$ cat config.mk
export PLATFORM = sky130hd
export DESIGN_NAME = frog_hop_requester
export DESIGN_NICKNAME = d
export VERILOG_FILES = /design/src/rtl/frog_hop_requester.sv
export SDC_FILE = /design/constraint.sdc
export NUM_CORES = 1
export LEC_CHECK = 0
export BUFFER_PORTS_ARGS = -buffer_cell sky130_fd_sc_hd__buf_4
export CORE_MARGIN = 5
export CORE_UTILIZATION = 36
export DETAILED_ROUTE_END_ITERATION = 7
export PLACE_DENSITY = 0.58
export SYNTH_ARGS = -nofsm -noshare
export SYNTH_HDL_FRONTEND = slang
export SYNTH_SLANG_ARGS = --single-unit
export TNS_END_PERCENT = 5
$ cat constraint.sdc
create_clock -name i_clk -period 2.5 [get_ports i_clk]
set_input_delay 0.125 -clock i_clk [delete_from_list [all_inputs] [get_ports i_clk]]
set_output_delay 0.125 -clock i_clk [all_outputs]
set_load 0.1 [all_outputs]
$ cat src/rtl/frog_hop_requester.sv
// Turns four raw push-buttons into paced, single-hop active-low direction requests for the frog mover.
// Synchroniser + debounce per button, priority arbitration, one-deep buffer during the hop cooldown.
module frog_hop_requester #(
   parameter int DEBOUNCE_CYCLES = 250000,
   parameter int CNT_W           = 18,
   parameter int HOP_FRAMES      = 12,
   parameter bit BTN_ACTIVE_HIGH = 1'b1
) (
   input  logic i_clk,
   input  logic i_rst,
   input  logic i_ani_stb,
   input  logic i_animate,
   input  logic i_dead,
   input  logic i_btn_up,
   input  logic i_btn_down,
   input  logic i_btn_left,
   input  logic i_btn_right,
   output logic o_up_n,
   output logic o_down_n,
   output logic o_left_n,
   output logic o_right_n,
   output logic o_busy,
   output logic o_drop
);
   localparam int               HOP_W    = $clog2(HOP_FRAMES + 1);
   localparam logic [CNT_W-1:0] DB_LAST  = CNT_W'(DEBOUNCE_CYCLES - 1);
   localparam logic [HOP_W-1:0] HOP_LAST = HOP_W'(HOP_FRAMES - 1);
   localparam logic [3:0]       RAW_REL  = BTN_ACTIVE_HIGH ? 4'b0000 : 4'b1111;

   typedef enum logic [1:0] {IDLE, PENDING, COOLDOWN} state_t;

   // Bit order everywhere: [3]=up, [2]=down, [1]=left, [0]=right
   logic [3:0]       w_raw;
   logic [3:0]       r_sync1;
   logic [3:0]       r_sync2;
   logic [3:0]       w_synced;
   logic [3:0]       r_stable;
   logic [3:0]       r_stable_d;
   logic [CNT_W-1:0] r_dcnt [4];
   logic [3:0]       w_evt;
   logic [3:0]       w_win;
   logic             w_any;
   logic             w_multi;
   logic             w_stb;

   state_t           r_state;
   logic [HOP_W-1:0] r_cnt;
   logic [3:0]       r_buf;
   logic             r_buf_vld;
   logic [3:0]       r_req_n;
   logic             r_busy;
   logic             r_drop;

   assign w_raw    = {i_btn_up, i_btn_down, i_btn_left, i_btn_right};
   assign w_synced = BTN_ACTIVE_HIGH ? r_sync2 : ~r_sync2;
   assign w_evt    = r_stable & ~r_stable_d;
   assign w_any    = |w_evt;
   assign w_multi  = |(w_evt & ~w_win);
   assign w_stb    = i_ani_stb & i_animate;

   always_ff @(posedge i_clk) begin
      if (i_rst) begin
         r_sync1    <= RAW_REL;
         r_sync2    <= RAW_REL;
         r_stable_d <= 4'b0000;
      end else begin
         r_sync1    <= w_raw;
         r_sync2    <= r_sync1;
         r_stable_d <= r_stable;
      end
   end

   always_ff @(posedge i_clk) begin
      if (i_rst) begin
         r_stable <= 4'b0000;
         for (int i = 0; i < 4; i++) r_dcnt[i] <= '0;
      end else begin
         for (int i = 0; i < 4; i++) begin
            if (w_synced[i] == r_stable[i]) begin
               r_dcnt[i] <= '0;
            end else if (r_dcnt[i] == DB_LAST) begin
               r_stable[i] <= w_synced[i];
               r_dcnt[i]   <= '0;
            end else begin
               r_dcnt[i] <= r_dcnt[i] + 1'b1;
            end
         end
      end
   end

   always_comb begin
      w_win = 4'b0000;
      if (w_evt[3])      w_win = 4'b1000;
      else if (w_evt[2]) w_win = 4'b0100;
      else if (w_evt[1]) w_win = 4'b0010;
      else if (w_evt[0]) w_win = 4'b0001;
   end

   always_ff @(posedge i_clk) begin
      if (i_rst) begin
         r_state   <= IDLE;
         r_cnt     <= '0;
         r_buf     <= 4'b0000;
         r_buf_vld <= 1'b0;
         r_req_n   <= 4'b1111;
         r_busy    <= 1'b0;
         r_drop    <= 1'b0;
      end else if (i_dead) begin
         // Death discards same-cycle events silently; debounce keeps its state
         r_state   <= IDLE;
         r_cnt     <= '0;
         r_buf     <= 4'b0000;
         r_buf_vld <= 1'b0;
         r_req_n   <= 4'b1111;
         r_busy    <= 1'b0;
         r_drop    <= 1'b0;
      end else begin
         r_drop <= 1'b0;
         case (r_state)
            IDLE: begin
               if (w_any) begin
                  r_state <= PENDING;
                  r_req_n <= ~w_win;
                  r_busy  <= 1'b1;
                  r_drop  <= w_multi;
               end
            end
            PENDING: begin
               r_drop <= w_any;
               if (w_stb) begin
                  r_state <= COOLDOWN;
                  r_cnt   <= '0;
                  r_req_n <= 4'b1111;
               end
            end
            COOLDOWN: begin
               if (w_any) r_drop <= r_buf_vld | w_multi;
               if (w_stb && r_cnt == HOP_LAST) begin
                  if (r_buf_vld) begin
                     r_state   <= PENDING;
                     r_req_n   <= ~r_buf;
                     r_buf     <= 4'b0000;
                     r_buf_vld <= 1'b0;
                  end else if (w_any) begin
                     // Event landing on the final strobe goes straight through the empty buffer
                     r_state <= PENDING;
                     r_req_n <= ~w_win;
                  end else begin
                     r_state <= IDLE;
                     r_busy  <= 1'b0;
                  end
               end else begin
                  if (w_stb) r_cnt <= r_cnt + 1'b1;
                  if (w_any && !r_buf_vld) begin
                     r_buf     <= w_win;
                     r_buf_vld <= 1'b1;
                  end
               end
            end
            default: begin
               r_state <= IDLE;
               r_req_n <= 4'b1111;
               r_busy  <= 1'b0;
            end
         endcase
      end
   end

   assign o_up_n    = r_req_n[3];
   assign o_down_n  = r_req_n[2];
   assign o_left_n  = r_req_n[1];
   assign o_right_n = r_req_n[0];
   assign o_busy    = r_busy;
   assign o_drop    = r_drop;

endmodule
==> results.py <==
metrics = {
    "routing": {
        "totalWireLength_um": 9790,
        "drt_iter0_drc": 236,
        "vias_per_cell": 4.93,
        "first_pass_iters": 4,
        "routedWlPerCell_um": 12.1,
        "via_count": 3997,
        "drc_errors": 0,
        "ant_nets": 0,
    },
    "timing": {
        "period_share": 0.906,
        "setup-tns-final_ps": 0,
        "rsz0062_at_grt": "false",
        "drv_slew": 0,
        "worst_slack_ps": 235,
        "final-setup-viol-count": 0,
        "fin_worst_skew_ps": 9.22,
        "min_period_ps": 2270,
        "worst_pin_slew_ps": 672,
        "slew_headroom": 0.550,
        "hold_viol_final": 0,
        "max_freq_mhz": 441,
    },
    "logic_synthesis": {
        "synth_area_leaders": "edfxtp_1 (40%), dfxtp_1 (12%), xnor2_1 (7.3%)",
        "yosys.area.top_type_share": 0.403,
        "postSynthCellCount": 533,
        "synth-edff-count": 72,
        "synth_common_cells": "nor2_1 (81), edfxtp_1 (72), xnor2_1 (45), dfxtp_1 (33), nand3_1 (31)",
        "synthFlopType": "edfxtp_1",
        "syn_avg_cell_area_um2": 10.1,
        "synthesis.area_um2": 5370,
        "yosys_warnings": 0,
        "yosys.area.top_type": "edfxtp_1",
        "ys_types": 55,
        "synth.most_common_cell": "nor2_1",
        "ys_seq_area_frac": 0.526,
        "ys_ff_latch": 105,
        "synth_async_sr_flop_share": 0,
    },
    "grt": {
        "antenna_found_initial": 0,
        "grt_pass1_vias": 3725,
        "grt_overflow": 0,
        "grt-busiest-layer": "met2",
        "grt_util_met3": 0.0321,
        "grt_start_max_net_pins": 27,
        "grt_usage": 0.115,
        "grt_pass1_wl_um": 17000,
        "grt.met2_usage": 0.189,
        "use_met1": 0.148,
    },
    "clocking": {
        "cts_root_buf": "clkbuf_16",
        "worstSkewPairLatency_ps": 350,
        "clk_pin_slew_worst_paths_ps": 60,
        "cts_tree": "done",
        "cts_made_buffers": 9,
        "cts_buffer_depth": 2,
        "cts_resized": 0,
        "cts_setup_buffers": 0,
        "clock-sinks": 105,
        "cts_hold_buf": 4,
        "htreeDepth": 3,
    },
    "setup_path": {
        "worst_r2r_endpoint": "r_dcnt[0][9]",
        "cp.required_ps": 2580,
        "r2r-start": "r_dcnt[0][11]",
        "slowest_stage": "or4b_1",
        "end_kind": "register",
        "path_cells": "or4b_1, or4_4, o21ai_4, nor2_1",
        "rrSetupSlack_ps": 230,
        "worstSetupStartpointType": "register",
        "crit_arrival_ps": 2350,
        "worst_r2r_path_depth": 4,
        "path_max_fanout": 16,
        "slowest_delay_ps": 550,
        "criticalPathCategory": "reg -> reg",
    },
    "power_and_ir_drop": {
        "leakagePower_nw": 2.08,
        "ir_drop_v": 0.000363,
        "power.density_nw_per_um2": 549,
    },
    "layout": {
        "final-seq-area_um2": 2820,
        "multi_input_area_um2": 2680,
        "syn2layout_area_growth_pct": 16.4,
        "fillCellCount": 1436,
        "antenna_cells": 0,
        "drive_gt1_frac": 0.0655,
        "nets": 635,
    },
    "job": {
        "maxCapViolations": 0,
    },
    "min_path": {
        "hold_end": "r_sync1[2]",
        "holdCritStartpoint": "i_rst",
        "whs_path_depth": 2,
        "hold_path_class": "in -> reg",
    },
    "placement": {
        "gp_congestion": 0.819,
        "dpl_worst_slack_ps": 208,
        "numPortBuffers": 14,
        "post-dp-hpwl_um": 7050,
    },
    "floorplan": {
        "io_pins": 15,
        "placementRows": 44,
        "die_area_um2": 17500,
        "fp.dieH_um": 132,
        "core_um2": 14600,
        "die_x_um": 132,
        "initial_core_util": 0.368,
    },
    "run_status": {
        "status": "finished clean",
    },
}
logic make-up after synthesis:
| group | Yosys count | synth area share |
|---|---|---|
| and+or+nand+nor | 265 | 0.260 |
| adders and majority gates | 5 | 0.0116 |
| xor gates and xnor gates | 62 | 0.101 |
| AOI/OAI and AO/OA | 62 | 0.0745 |
| DFF | 105 | 0.526 |
| buffers and inverters | 32 | 0.0245 |
| other | 1 | 0.000698 |
| muxes | 1 | 0.00186 |
cells in the final DEF, fill, tap and decap left out, types with 6 or more instances in the layout:
master / count
nor2_1: 81
edfxtp_1: 72
conb_1: 72
xnor2_1: 45
dfxtp_1: 33
nand3_1: 31
nand2_1: 30
nand4_1: 26
buf_4: 20
nor2b_1: 17
xor2_1: 17
a21oi_1: 16
o21ai_0: 15
nor3_1: 15
nor4_1: 15
inv_1: 14
clkbuf_16: 9
or3_1: 7
nor4b_1: 7
o31ai_1: 6
or4_1: 6
where the power goes:
group | switching, mW | total (mW) | internal [mW] | leakage, nW
logic | 0.0820 | 0.145 | 0.0632 | 0.928
clock network | 0.601 | 1.31 | 0.712 | 0.137
registers | 0.0604 | 1.97 | 1.91 | 1.01
total | 0.743 | 3.43 | 2.69 | 2.08
critical path: cells and delay by family, from the launching register on:
family	cells	cell delay, ps
and+or+nand+nor	3	1180
DFF	1	460
AOI/OAI and AO/OA	1	370
layout make-up:
cell class,count,share of cell area
flip-flops and latches,105,0.452
multi-input cells,467,0.429
clock buffers,13,0.0406
well taps,184,0.0368
repair buffers,24,0.0304
inverters,14,0.00841
clock inverters,3,0.00260
state kept, by name, indices dropped and copies added, names as in the netlist:
| register | flops |
|---|---|
| r_dcnt | 72 |
| o_busy | 1 |
| r_sync2 | 4 |
| r_stable | 4 |
| r_state | 2 |
| r_req_n | 4 |
| o_drop | 1 |
| r_cnt | 4 |
| r_stable_d | 4 |
| r_sync1 | 4 |
| r_buf_vld | 1 |
| r_buf | 4 |
worst max path at each step:
| stage | startpoint | end | depth (start not counted) |
|---|---|---|---|
| finish | r_dcnt[0][11] | r_dcnt[0][9] | 4 |
| CTS | r_dcnt[0][11] | r_dcnt[0][9] | 4 |
| global route | r_dcnt[0][11] | r_dcnt[0][10] | 4 |
| floorplan | r_dcnt[0][11] | r_dcnt[0][10] | 5 |
| global placement | r_dcnt[0][11] | r_dcnt[0][15] | 4 |
| detailed placement | r_dcnt[0][11] | r_dcnt[0][9] | 4 |
through the flow:
step	instance area, µm²	instances	hold WS, ps	utilization	total power [mW]
after global routing	6250	810	138	0.428	3.57
after floorplan	5640	604	253	-	2.10
after global placement	5940	790	338	0.407	2.14
final	6250	810	143	0.428	3.43
after detailed placement	5940	790	340	0.407	2.15
after CTS	6250	810	129	0.428	3.48
metal layers:
metal | vias to the layer above | share of wire
met1 | 1879 | 0.49
met2 | 49 | 0.47
met4 | 0 | 0.014
li1 | 2058 | -
met5 | - | 0
met3 | 11 | 0.025
Power figures use the tool's default switching activity.
